### config.mk
export PLATFORM = sky130hd
export DESIGN_NAME = instr_encoder
export DESIGN_NICKNAME = d
export VERILOG_FILES = /design/src/rtl/instr_encoder_pkg.sv /design/src/rtl/instr_encoder_fifo.sv /design/src/rtl/instr_encoder.sv
export SDC_FILE = /design/constraint.sdc
export NUM_CORES = 1
export LEC_CHECK = 0
export ABC_AREA = 1
export BUFFER_PORTS_ARGS = -buffer_cell sky130_fd_sc_hd__clkbuf_2
export CORE_MARGIN = 10
export CORE_UTILIZATION = 30
export CTS_CLUSTER_SIZE = 25
export DETAILED_ROUTE_END_ITERATION = 7
export GPL_TIMING_DRIVEN = 1
export SLEW_MARGIN = 20
export SYNTH_ARGS = -nofsm -noshare
export SYNTH_HDL_FRONTEND = slang
export SYNTH_HIERARCHICAL = 1
export SYNTH_SLANG_ARGS = --single-unit
### constraint.sdc
create_clock -name clk -period 7.2 [get_ports clk]
set_clock_uncertainty 0.15 [all_clocks]
set_input_delay 1.44 -clock clk [delete_from_list [all_inputs] [get_ports clk]]
set_output_delay 1.44 -clock clk [all_outputs]
set_load 0.005 [all_outputs]
### src/rtl/instr_encoder_pkg.sv
// Shared MIPS-I encoding constants: symbolic op codes, primary opcodes and
// R-type funct values. The control decoder imports the same package.
package instr_encoder_pkg;

  typedef enum logic [3:0] {
    OP_ADD  = 4'd0,
    OP_ADDU = 4'd1,
    OP_SUB  = 4'd2,
    OP_SUBU = 4'd3,
    OP_AND  = 4'd4,
    OP_OR   = 4'd5,
    OP_SLT  = 4'd6,
    OP_JR   = 4'd7,
    OP_ADDI = 4'd8,
    OP_ORI  = 4'd9,
    OP_LUI  = 4'd10,
    OP_LW   = 4'd11,
    OP_SW   = 4'd12,
    OP_BEQ  = 4'd13,
    OP_J    = 4'd14,
    OP_JAL  = 4'd15
  } op_e;

  typedef enum logic {ST_RUN = 1'b0, ST_ERR = 1'b1} state_e;

  localparam logic [5:0] OPC_SPECIAL = 6'b000000;
  localparam logic [5:0] OPC_ADDI    = 6'b001000;
  localparam logic [5:0] OPC_ORI     = 6'b001101;
  localparam logic [5:0] OPC_LUI     = 6'b001111;
  localparam logic [5:0] OPC_LW      = 6'b100011;
  localparam logic [5:0] OPC_SW      = 6'b101011;
  localparam logic [5:0] OPC_BEQ     = 6'b000100;
  localparam logic [5:0] OPC_J       = 6'b000010;
  localparam logic [5:0] OPC_JAL     = 6'b000011;

  localparam logic [5:0] FN_ADD  = 6'b100000;
  localparam logic [5:0] FN_ADDU = 6'b100001;
  localparam logic [5:0] FN_SUB  = 6'b100010;
  localparam logic [5:0] FN_SUBU = 6'b100011;
  localparam logic [5:0] FN_AND  = 6'b100100;
  localparam logic [5:0] FN_OR   = 6'b100101;
  localparam logic [5:0] FN_SLT  = 6'b101010;
  localparam logic [5:0] FN_JR   = 6'b001000;

  // funct field for the register-register ALU ops; 0 for anything else
  function automatic logic [5:0] funct_of(op_e op);
    case (op)
      OP_ADD:  return FN_ADD;
      OP_ADDU: return FN_ADDU;
      OP_SUB:  return FN_SUB;
      OP_SUBU: return FN_SUBU;
      OP_AND:  return FN_AND;
      OP_OR:   return FN_OR;
      OP_SLT:  return FN_SLT;
      default: return 6'b000000;
    endcase
  endfunction

  // primary opcode for I-type and J-type ops; SPECIAL for the rest
  function automatic logic [5:0] opcode_of(op_e op);
    case (op)
      OP_ADDI: return OPC_ADDI;
      OP_ORI:  return OPC_ORI;
      OP_LUI:  return OPC_LUI;
      OP_LW:   return OPC_LW;
      OP_SW:   return OPC_SW;
      OP_BEQ:  return OPC_BEQ;
      OP_J:    return OPC_J;
      OP_JAL:  return OPC_JAL;
      default: return OPC_SPECIAL;
    endcase
  endfunction

endpackage

### src/rtl/instr_encoder_fifo.sv
// enc_fifo: synchronous FIFO with an extra pointer bit to tell full from
// empty, plus a synchronous flush. Head data is read combinationally.
module enc_fifo #(
  parameter int W     = 42,
  parameter int DEPTH = 4
) (
  input  logic         clk,
  input  logic         rst_n,
  input  logic         flush,
  input  logic         push,
  input  logic [W-1:0] wdata,
  input  logic         pop,
  output logic [W-1:0] rdata,
  output logic         full,
  output logic         empty
);

  localparam int AW = $clog2(DEPTH);

  logic [W-1:0] mem [DEPTH];
  logic [AW:0]  wr_q, wr_d;
  logic [AW:0]  rd_q, rd_d;

  assign empty = (wr_q == rd_q);
  assign full  = (wr_q[AW] != rd_q[AW]) && (wr_q[AW-1:0] == rd_q[AW-1:0]);
  assign rdata = mem[rd_q[AW-1:0]];

  // next pointers; flush wins over any same-cycle push/pop
  always_comb begin
    wr_d = wr_q;
    rd_d = rd_q;
    if (flush) begin
      wr_d = '0;
      rd_d = '0;
    end else begin
      if (push && !full)  wr_d = wr_q + 1'b1;
      if (pop  && !empty) rd_d = rd_q + 1'b1;
    end
  end

  // pointer registers
  always_ff @(posedge clk) begin
    if (!rst_n) begin
      wr_q <= '0;
      rd_q <= '0;
    end else begin
      wr_q <= wr_d;
      rd_q <= rd_d;
    end
  end

  // storage array; contents are don't-care until written
  always_ff @(posedge clk) begin
    if (push && !full && !flush) mem[wr_q[AW-1:0]] <= wdata;
  end

endmodule

### src/rtl/instr_encoder.sv
// instr_encoder: packs symbolic MIPS-I descriptors into 32-bit words tagged
// with consecutive word addresses, buffered in enc_fifo. An illegal
// descriptor parks the block in ERR until clear or reset.
module instr_encoder
  import instr_encoder_pkg::*;
#(
  parameter int DEPTH     = 4,
  parameter int ADDR_W    = 10,
  parameter int BASE_ADDR = 0
) (
  input  logic              clk,
  input  logic              reset_n,
  input  logic              clear,
  input  logic              in_valid,
  output logic              in_ready,
  input  logic [3:0]        in_op,
  input  logic [4:0]        in_rs,
  input  logic [4:0]        in_rt,
  input  logic [4:0]        in_rd,
  input  logic [25:0]       in_imm,
  output logic              out_valid,
  input  logic              out_ready,
  output logic [31:0]       out_instr,
  output logic [ADDR_W-1:0] out_addr,
  output logic              err,
  output logic [15:0]       count
);

  localparam int                FW   = 32 + ADDR_W;
  localparam logic [ADDR_W-1:0] BASE = ADDR_W'(BASE_ADDR);

  op_e               op;
  logic [31:0]       word;
  logic              legal;
  logic              accept, push, pop;
  logic              fifo_full, fifo_empty;
  logic [FW-1:0]     head;
  state_e            state_q, state_d;
  logic [ADDR_W-1:0] addr_q, addr_d;
  logic [15:0]       count_q, count_d;
  logic [FW-1:0]     hold_q, hold_d;

  assign op = op_e'(in_op);

  // encode the descriptor and flag immediates that do not fit the format
  always_comb begin
    word  = '0;
    legal = 1'b1;
    case (op)
      OP_ADD, OP_ADDU, OP_SUB, OP_SUBU, OP_AND, OP_OR, OP_SLT: begin
        word  = {OPC_SPECIAL, in_rs, in_rt, in_rd, 5'b0, funct_of(op)};
        legal = (in_imm == '0);
      end
      OP_JR: begin
        word  = {OPC_SPECIAL, in_rs, 15'b0, FN_JR};
        legal = (in_imm == '0);
      end
      OP_LUI: begin
        word  = {OPC_LUI, 5'b0, in_rt, in_imm[15:0]};
        legal = (in_imm[25:16] == '0);
      end
      OP_ADDI, OP_ORI, OP_LW, OP_SW, OP_BEQ: begin
        word  = {opcode_of(op), in_rs, in_rt, in_imm[15:0]};
        legal = (in_imm[25:16] == '0);
      end
      OP_J, OP_JAL: begin
        word  = {opcode_of(op), in_imm};
      end
      default: begin
        word  = '0;
        legal = 1'b1;
      end
    endcase
  end

  // FSM state register
  always_ff @(posedge clk) begin
    if (!reset_n) state_q <= ST_RUN;
    else          state_q <= state_d;
  end

  // FSM next state: clear always restarts, an illegal accept parks in ERR
  always_comb begin
    state_d = state_q;
    if (clear)                              state_d = ST_RUN;
    else if (state_q == ST_RUN && accept && !legal) state_d = ST_ERR;
  end

  // FSM outputs; ready is gated by reset_n so it reads 0 in the reset cycle
  always_comb begin
    in_ready = reset_n && (state_q == ST_RUN) && !fifo_full;
    err      = (state_q == ST_ERR);
  end

  assign accept = in_valid && in_ready;
  assign push   = accept && legal && !clear;
  assign pop    = out_valid && out_ready && !clear;

  enc_fifo #(.W(FW), .DEPTH(DEPTH)) u_fifo (
    .clk   (clk),
    .rst_n (reset_n),
    .flush (clear),
    .push  (push),
    .wdata ({word, addr_q}),
    .pop   (pop),
    .rdata (head),
    .full  (fifo_full),
    .empty (fifo_empty)
  );

  // address, pop counter and last-popped word next state
  always_comb begin
    addr_d  = addr_q;
    count_d = count_q;
    hold_d  = hold_q;
    if (clear) begin
      addr_d  = BASE;
      count_d = '0;
    end else begin
      if (push) addr_d = addr_q + ADDR_W'(1);
      if (pop) begin
        hold_d = head;
        if (count_q != 16'hFFFF) count_d = count_q + 16'd1;
      end
    end
  end

  // counter and hold registers
  always_ff @(posedge clk) begin
    if (!reset_n) begin
      addr_q  <= BASE;
      count_q <= '0;
      hold_q  <= '0;
    end else begin
      addr_q  <= addr_d;
      count_q <= count_d;
      hold_q  <= hold_d;
    end
  end

  // an empty FIFO keeps presenting the last word taken
  assign out_valid = !fifo_empty;
  assign out_instr = fifo_empty ? hold_q[FW-1:ADDR_W] : head[FW-1:ADDR_W];
  assign out_addr  = fifo_empty ? hold_q[ADDR_W-1:0]  : head[ADDR_W-1:0];
  assign count     = count_q;

endmodule
==> results.sh <==
export IMPL_yosysTopAreaCell="edfxtp_1"
export IMPL_hold_viol=0
export IMPL_grt_overflow_total=0
export IMPL_clk_latency_ns=0.55
export IMPL_clockRootBuffer="clkbuf_16"
export IMPL_layout_drive_gt1_share_pct=16.9
export IMPL_switching_share_pct=21.8
export IMPL_diodes=0
export IMPL_ys_seq_elements=245
export IMPL_internal_power_mw=2.33
export IMPL_rows=70
export IMPL_synth_ff_type="edfxtp_1"
export IMPL_async_reset_ff_share_pct=0
export IMPL_cp_arrival_ns=3.03
export IMPL_cts_resized=0
export IMPL_critPathRequiredTime_ns=5.61
export IMPL_start_util_pct=30.2
export IMPL_timing_final_crit_share_pct=64.1
export IMPL_vias=8102
export IMPL_synth_most_common_cell="edfxtp_1"
export IMPL_antenna_found_initial=3
export IMPL_avgSynthCellArea_um2=9.74
export IMPL_setup_slack_ns=2.58
export IMPL_synth_area_top_cells="edfxtp_1, dfxtp_1, o21ai_0"
export IMPL_max_freq_mhz=217
export IMPL_place_congestion=0.877
export IMPL_drv_slew=0
export IMPL_nets=1287
export IMPL_crit_path_frequent_cell="o21ai_0"
export IMPL_r2r_slack_ns=3.39
export IMPL_synth_commonest_cells="edfxtp_1, o21ai_0, nand2_1"
export IMPL_grt_pass1_wl_mm=41.8
export IMPL_cts_hold_buf=0
export IMPL_post_cts_setup_buffers=0
export IMPL_ir_drop_mv=0.162
export IMPL_rsz0062_at_grt="false"
export IMPL_clkSinkCount=245
export IMPL_power_density_nw_per_um2=233
export IMPL_grt_pass1_vias=7746
export IMPL_synth_edf_count=168
export IMPL_status="finished clean"
export IMPL_synth_area_um2=11000
export IMPL_report_final_setup_viol=0
export IMPL_ys_seq_area_share_pct=59.9
export IMPL_synth_warnings=6
export IMPL_cap_violations=0
export IMPL_min_path_type="register to register"
export IMPL_yosys_area_top_type_share_pct=45.9
export IMPL_criticalPathCategory="register to primary output"
export IMPL_leakage_nw=4.70
export IMPL_finalSetupTns_ns=0
export IMPL_io_buffer_count=110
export IMPL_clock_power_share_pct=44.1
export IMPL_dieArea_um2=44700
export IMPL_grt_max_degree=86
export IMPL_critPathMaxFanout=85
export IMPL_clk_pin_slew_ns=0.06
export IMPL_drtPass1Iterations=5
export IMPL_combPwrFrac_pct=4.8
export IMPL_synth_cells=1130
export IMPL_max_stage_delay_ns=0.64
export IMPL_syn_to_final_growth_pct=16.0
export IMPL_slowest_stage="buf_4"
export IMPL_dp_hpwl_mm=17.4
export IMPL_maxSlewHeadroom_pct=28.9
export IMPL_detail_route_wl_per_cell_um=15.5
export IMPL_nFillCells=3634
export IMPL_worstMarginPinSlew_ns=1.07
export IMPL_drt_total_wl_mm=26.6
export IMPL_drtIter0Drc=438
export IMPL_antenna_left=0
export IMPL_crit_chain="buf_4 > inv_4 > o21ai_0 > o22ai_2 > nand2_1 > o21ai_0 > clkbuf_2"
export IMPL_vias_per_cell=4.73
export IMPL_ys_types=35
export IMPL_grt_usage_pct=11.5
export IMPL_io_pins=111
export IMPL_fin_crit_ns=4.62
export IMPL_die_h_um=212
export IMPL_cts_buffer_depth=3
export IMPL_die_w_um=212
export IMPL_cts_tree="built"
export IMPL_preCtsSetupSlack_ns=2.10
export IMPL_core_um2=36400
export IMPL_p_sw_mw=0.650
export IMPL_cts_made_buffers=27
export IMPL_power_frac_seq_pct=51.0
export IMPL_crit_path_end_kind="primary output"
export IMPL_start_kind="register"
export IMPL_drc=0
export IMPL_cts_max_level=1
==> layer usage <==
layer  wire length, um  global-route usage [%]  up-vias
met5                26                       0        -
met4               579                    3.00        4
met3              1720                    3.14       42
met2             12100                    18.6      162
met1             12100                    14.9     3838
li1                  -                       -     4056
==> registers in the layout, summed over array words and instances (netlist names), named ones only <==
register and cells:
u_fifo/mem 168, hold_q 42, count 16, addr_q 10
u_fifo/rd_q 3, u_fifo/wr_q 3, err 1
==> per-stage QoR <==
| step | power [mW] | std cells | cell area, um2 | hold slack, ns | util (%) |
|---|---|---|---|---|---|
| 2_1_floorplan | 1.64 | 1133 | 11000 | 0.274 | - |
| 3_3_place_gp | 1.69 | 1663 | 11900 | 0.284 | 32.7 |
| 4_1_cts | 3.02 | 1712 | 12800 | 0.298 | 35.0 |
| 3_5_place_dp | 1.69 | 1663 | 11900 | 0.289 | 32.7 |
| 5_1_grt | 3.09 | 1712 | 12800 | 0.313 | 35.0 |
| 6_report | 2.98 | 1712 | 12800 | 0.296 | 35.0 |
==> logic make-up after synthesis <==
kind of cell	synth area share [%]
compound gates	15.8
xor+xnor	1.11
fa+ha+maj	1.48
buf+inv	6.82
flops	59.9
other cells	0.0341
simple gates	14.9
==> layout by cell type, fill, tap and decap left out, types with 4 or more instances in the layout <==
cell type,instances
edfxtp_1,168
o21ai_0,157
nand2_1,151
nor2_1,138
clkbuf_2,110
inv_1,102
a21oi_1,81
dfxtp_1,76
nand3_1,35
o22ai_1,33
o21ai_1,28
clkbuf_16,27
nor2_4,16
ha_1,13
xor2_1,12
clkbuf_1,11
o22ai_2,10
inv_2,9
buf_4,9
nor3_1,8
a22o_1,7
nand2_4,6
nand2_2,5
nand3_2,4
conb_1,4
==> worst max-delay path, delay by kind of cell, from the launching register on <==
| kind | cells | cell delay [ns] |
|---|---|---|
| AOI/OAI and AO/OA | 3 | 0.66 |
| buffers and inverters | 3 | 1.36 |
| DFF | 1 | 0.31 |
| and+or+nand+nor | 1 | 0.09 |
==> final timing paths <==
path	cells past startpoint	endpoint	from
worst max-delay path	7	out_addr[2]	register
worst max register to register	13	u_fifo/mem[1][4]	u_fifo/wr_q[0]
worst min-delay path	2	hold_q[26]	hold_q[26]
worst min register to register	2	hold_q[26]	hold_q[26]
==> cell type report <==
type                       count  area, um2  share of cell area [%]
inverter                     112        423                    3.31
multi-input combinational    719       3710                    29.1
clock buffer                  38        717                    5.62
clock inverter                11        123                   0.961
timing repair buffer         119        618                    4.84
tap                          468        586                    4.59
sequential                   245       6590                    51.6
==> power groups by stage <==
stage | logic, mW | clock network, mW | registers, mW
finish | 0.144 | 1.31 | 1.52
global route | 0.162 | 1.41 | 1.52
CTS | 0.146 | 1.35 | 1.52
detailed placement | 0.145 | 0 | 1.55
global placement | 0.142 | 0 | 1.55
floorplan | 0.0904 | 0 | 1.55
Note: power is estimated with default switching activity, not from simulation.
